==> src/rtl/mux_n_arb_pkg.sv <==
// Shared select-mode constants and a one-hot check for the one-hot select blocks.
// Pure declarations: no latency and no flow control.
package mux_n_arb_pkg;

  localparam logic SEL_MODE_RR     = 1'b0;
  localparam logic SEL_MODE_ONEHOT = 1'b1;

  // Callers zero-extend narrower select vectors to this width.
  localparam int ONEHOT_MAX_W = 64;

  function automatic logic is_onehot(input logic [ONEHOT_MAX_W-1:0] v);
    return (v != '0) && ((v & (v - ONEHOT_MAX_W'(1))) == '0);
  endfunction

endpackage

==> src/rtl/mux_n_arb_rr_arbiter.sv <==
// Combinational rotate-priority arbiter: lowest request above the one-hot pointer wins, wrapping.
// Zero latency; no backpressure of its own (grant is zero when nothing requests).
module rr_arbiter #(
  parameter int CHANNELS = 4
) (
  input  logic [CHANNELS-1:0] req,
  input  logic [CHANNELS-1:0] pointer,
  output logic [CHANNELS-1:0] grant
);

  localparam int IDXW = (CHANNELS > 1) ? $clog2(CHANNELS) : 1;

  logic [IDXW-1:0] ptr_idx;
  logic            found;

  always_comb begin
    ptr_idx = '0;
    for (int i = 0; i < CHANNELS; i++) begin
      if (pointer[i]) ptr_idx = i[IDXW-1:0];
    end

    grant = '0;
    found = 1'b0;
    // Offset k=1 is the channel just after the last winner; k=CHANNELS is the last winner itself.
    for (int k = 1; k <= CHANNELS; k++) begin
      for (int i = 0; i < CHANNELS; i++) begin
        if (!found && req[i] && (((int'(ptr_idx) + k) % CHANNELS) == i)) begin
          grant[i] = 1'b1;
          found    = 1'b1;
        end
      end
    end
  end

endmodule

==> src/rtl/mux_n_arb.sv <==
// N-channel valid/ready mux, round-robin or external one-hot select, into a single-entry output register.
// Latency 1 cycle; full throughput; in_ready is zero while the held word is stalled by out_ready=0.
module mux_n_arb
  import mux_n_arb_pkg::*;
#(
  parameter int BUS_WIDTH = 1,
  parameter int CHANNELS  = 4
) (
  input  logic                          clk,
  input  logic                          rst_n,
  input  logic [CHANNELS*BUS_WIDTH-1:0] in_data,
  input  logic [CHANNELS-1:0]           in_valid,
  output logic [CHANNELS-1:0]           in_ready,
  input  logic                          sel_mode,
  input  logic [CHANNELS-1:0]           selector,
  output logic [BUS_WIDTH-1:0]          out_data,
  output logic                          out_valid,
  input  logic                          out_ready,
  output logic [CHANNELS-1:0]           out_chan,
  output logic                          sel_err
);

  localparam logic [CHANNELS-1:0] PTR_RST = {1'b1, {(CHANNELS-1){1'b0}}};

  logic [CHANNELS-1:0]     pointer;
  logic [CHANNELS-1:0]     rr_grant;
  logic [CHANNELS-1:0]     grant;
  logic [ONEHOT_MAX_W-1:0] sel_ext;
  logic                    sel_legal;
  logic                    load_en;
  logic                    xfer;
  logic                    sel_err_nxt;
  logic [BUS_WIDTH-1:0]    mux_data;

  rr_arbiter #(
    .CHANNELS (CHANNELS)
  ) u_rr_arbiter (
    .req     (in_valid),
    .pointer (pointer),
    .grant   (rr_grant)
  );

  always_comb begin
    sel_ext                 = '0;
    sel_ext[CHANNELS-1:0]   = selector;
    sel_legal               = is_onehot(sel_ext);
    load_en                 = !out_valid || out_ready;

    if (sel_mode == SEL_MODE_ONEHOT) grant = sel_legal ? (selector & in_valid) : '0;
    else                             grant = rr_grant;

    xfer        = load_en && (grant != '0);
    sel_err_nxt = (sel_mode == SEL_MODE_ONEHOT) && !sel_legal && load_en;

    mux_data = '0;
    for (int i = 0; i < CHANNELS; i++) begin
      if (grant[i]) mux_data = mux_data | in_data[i*BUS_WIDTH +: BUS_WIDTH];
    end
  end

  // rst_n gates in_ready so upstream sees acceptance drop as soon as reset asserts.
  assign in_ready = grant & {CHANNELS{load_en & rst_n}};

  always_ff @(posedge clk or negedge rst_n) begin
    if (!rst_n) begin
      out_valid <= 1'b0;
      out_data  <= '0;
      out_chan  <= '0;
      sel_err   <= 1'b0;
      pointer   <= PTR_RST;
    end else begin
      sel_err <= sel_err_nxt;
      if (xfer) begin
        out_data  <= mux_data;
        out_chan  <= grant;
        out_valid <= 1'b1;
        pointer   <= grant;
      end else if (out_ready) begin
        out_valid <= 1'b0;
      end
    end
  end

endmodule

==> config.mk <==
export PLATFORM = sky130hd
export DESIGN_NAME = mux_n_arb
export DESIGN_NICKNAME = d
export VERILOG_FILES = /design/src/rtl/mux_n_arb_pkg.sv /design/src/rtl/mux_n_arb_rr_arbiter.sv /design/src/rtl/mux_n_arb.sv
export SDC_FILE = /design/constraint.sdc
export NUM_CORES = 1
export LEC_CHECK = 0
export ABC_AREA = 0
export CAP_MARGIN = 10
export CORE_MARGIN = 1
export CORE_UTILIZATION = 48
export DETAILED_ROUTE_END_ITERATION = 8
export HOLD_SLACK_MARGIN = 0.12
export PLACE_DENSITY = 0.83
export SYNTH_ARGS = -nofsm -noshare
export SYNTH_HDL_FRONTEND = slang
export SYNTH_SLANG_ARGS = --single-unit
==> constraint.sdc <==
create_clock -name clk -period 6 [get_ports clk]
set_input_delay 0.6 -clock clk [delete_from_list [all_inputs] [get_ports clk]]
set_output_delay 0.6 -clock clk [all_outputs]
set_load 0.01 [all_outputs]
==> key figures <==
Placement
  • PortBufs: 26
  • Post-DP HPWL: 1.58 mm
  • Area post-placement: 1020 µm²
  • Routability Congestion: 0.883

CTS
  • Latest clock arrival within the worst-skew pair: 260 ps
  • CTS hold repair buffers: 0
  • Num CTS Buffers: 3
  • Clock root buffer: clkbuf_4
  • Post-CTS Resized: 0
  • CTS tree: done
  • Reg clk slew, reported paths: 50 ps
  • Post-CTS setup buffer count: 0
  • CTS Sinks: 8
  • # H-tree levels: 1
  • CTS max path bufs: 2

Critical path
  • Slowest-stage cell, CP: clkdlybuf4s50_1
  • Worst-path cell chain: clkdlybuf4s50_1 -> nor3b_2 -> nor2_2 -> a211oi_2 -> nand2b_1 -> o22ai_2 -> nor2b_1 -> clkdlybuf4s50_1
  • Worst Setup SP: in_valid[3]
  • Worst Path Max Fanout: 9
  • WP data arrival: 3000 ps
  • Crit-path leading delay family: buffers and inverters
  • Crit-path max cell delay: 560 ps
  • Required @ worst endpoint: 5400 ps
  • CP Launch Type: input port
  • Worst r2r src: pointer[3]
  • Critical path class: in -> out
  • Most Frequent Cell on Critical Path: clkdlybuf4s50_1
  • CP endpoint kind: primary output
  • CP Buf/Inv Count: 2

STA
  • Setup TNS: 0 ps
  • Fin Clk Skew: 10.0 ps
  • Least-Margin Pin Slew: 409 ps
  • RSZ-0062 raised after global routing: no
  • Post-layout minimum cycle time: 3600 ps
  • Final hold vios: 0
  • Final slew viol count: 0
  • FMAX: 0.278 GHz
  • Final Cycle Share: 60.0%
  • Rel. slew slack: 72.7%
  • Endpoints failing setup: 0

Power
  • Comb power frac: 57.4%
  • PwrDens: 367 nW/µm²
  • Clock power frac: 11.8%
  • Power share of the sequential group: 30.8%
  • Leakage Power: 0.408 nW
  • Sw Pwr: 0.000165 W
  • Sw frac: 43.2%
  • Max VDD drop: 0.000242 V
  • Int Power: 0.000217 W

Routing
  • Routed WL: 2.11 mm
  • Vias: 866
  • Residual DRC: 0
  • DRT Pass-1 Iters: 4
  • DR iter-0 viols: 30
  • Wirelength per Cell: 15.4 µm
  • Antenna Nets Post-Route: 0
  • Via density per instance: 6.32

Floorplan
  • Io pins: 27
  • Core Region: 1540 µm²
  • Chip height: 43.0 µm
  • Die footprint: 1850 µm²
  • Die W: 43.0 µm
  • Initial Util: 52.4%
  • Floorplan row count: 14

Synthesis
  • Yosys reg bits: 8
  • Ys Warns: 0
  • Top FF cell, synth: dfrtp_1
  • Post-synth EDFFs: 0
  • Area leader, netlist: dfrtp_1
  • Synth Area in Compound Gates: 32.2%
  • Synthesized Nets: 116
  • Synth cell types: 45
  • Top post-synthesis cells by area: dfrtp_1 (22%), nor2_1 (6.0%), buf_6 (4.2%), a21oi_1 (3.7%), buf_4 (3.7%)
  • Synth top area share: 21.7%
  • Synth Area in Simple Gates: 29.1%
  • Seq/Total Area, Yosys: 24.9%
  • Post-synthesis mux area share: 1.86%
  • Synth Cell Area: 808 µm²
  • Synth async-reset ratio: 100%
  • XOR/XNOR Fraction of Synth Area: 1.08%
  • Adder-Cell Fraction of Synth Area: 0%
  • Largest family of logic cells by synthesized area: compound AO/OA/AOI/OAI gates
  • Syn Inst Count: 100
  • Syn Area/Cell: 8.08 µm²

Final layout
  • P&R area growth vs syn: 28.9%
  • Diodes inserted: 0
  • Layout cells sized above 1: 10.7%
  • Final core occ: 67.6%
  • Fillers: 144
  • Post-route cell area: 1040 µm²
  • Nets: 138

Worst hold path
  • Hold_sp: out_chan[0]
  • Min-Delay Path Class: reg -> reg

Global route
  • Global route overflow: 0
  • First-pass GRT wire length: 3.51 mm
  • Total GRT Usage: 24.9%
  • Initial antenna violation count: 0
  • Vias in the first global route: 829
  • Pin count of the biggest net entering global routing: 14

Status
  • Status: finished, final reports clean

Job
  • MaxCap Viol Count: 0
## state kept, by name, indices dropped and copies added (netlist names)
name,count
out_data,1
out_valid,1
sel_err,1
out_chan,4
pointer,1
## cell type report
class                      instances  area (µm²)  area share, %
timing repair buffer              26         260           25.0
tap                               16        20.0           1.92
inverter                           4        15.0           1.44
clock buffer                       4        26.3           2.52
sequential                         8         201           19.3
multi-input combinational         79         519           49.8
## worst register-to-register path, cell delays in order, from the launching register on
cell,delay (ps)
dfstp_2,640
nor3_1,110
o31ai_1,300
o21ai_0,160
a21oi_1,340
nand3_1,200
o21ai_2,250
mux2_4,320
## stage by stage
stage | std cells | total power [W] | hold slack (ps) | setup WS (ps)
finish | 137 | 0.000383 | 512 | 2400
global route | 137 | 0.000405 | 524 | 2150
CTS | 137 | 0.000382 | 503 | 2400
detailed placement | 133 | 0.000334 | 474 | 2430
global placement | 133 | 0.000331 | 460 | 2440
floorplan | 100 | 0.000277 | 304 | 3470
## cells in the mapped netlist (all sizes together) (2+ instances only)
library cell  count
a21o              2
a21oi             6
a221o             2
buf               8
dfrtp             7
inv               4
nand2             7
nand2b            4
nand3             3
nand4             2
nor2             15
nor2b             4
nor3              2
nor4bb            2
o21a              2
o21ai             5
o2bb2ai           2
## power by group through the flow
stage / logic (W) / clock network, W / registers, W
2_1_floorplan: 0.000182 / 0 / 0.0000951
3_3_place_gp: 0.000214 / 0 / 0.000117
3_5_place_dp: 0.000217 / 0 / 0.000117
4_1_cts: 0.000219 / 0.0000468 / 0.000117
5_1_grt: 0.000234 / 0.0000482 / 0.000122
6_report: 0.000220 / 0.0000450 / 0.000118
## final timing paths
path,depth (start not counted),endpoint,slack [ps]
max in group asynchronous,1,pointer[3],5030
max,8,in_ready[2],2400
min in group asynchronous,1,out_data,640
min,1,out_chan[0],510
min reg2reg,1,out_chan[0],510
max reg2reg,7,out_data,3570
## placed cells by master (no fill, tap or decap), drive strengths merged, types with 2 or more instances in the layout
cell / netlist / routed
clkdlybuf4s50: 0 / 26
nor2: 15 / 15
nand2: 7 / 7
dfrtp: 7 / 7
a21oi: 6 / 6
o21ai: 5 / 5
nor2b: 4 / 4
nand2b: 4 / 4
inv: 4 / 4
clkbuf: 1 / 4
nand3: 3 / 3
o21a: 2 / 2
nor3: 2 / 2
nor4bb: 2 / 2
a221o: 2 / 2
nand4: 2 / 2
o2bb2ai: 2 / 2
a21o: 2 / 2
## kinds of logic after synthesis
family          Yosys count
simple gates             44
compound gates           33
buf+inv                  13
flops                     8
xor+xnor                  1
mux                       1
## layer usage
metal	up-vias	track usage (%)	wire, µm	share of wire, %
met3	4	4.26	181	8.6
met2	50	41.5	980	46
met4	0	9.09	28	1.3
met5	-	0	0	0
li1	413	-	-	-
met1	399	32.2	922	44
No activity file was read; power rests on OpenSTA's default activity.
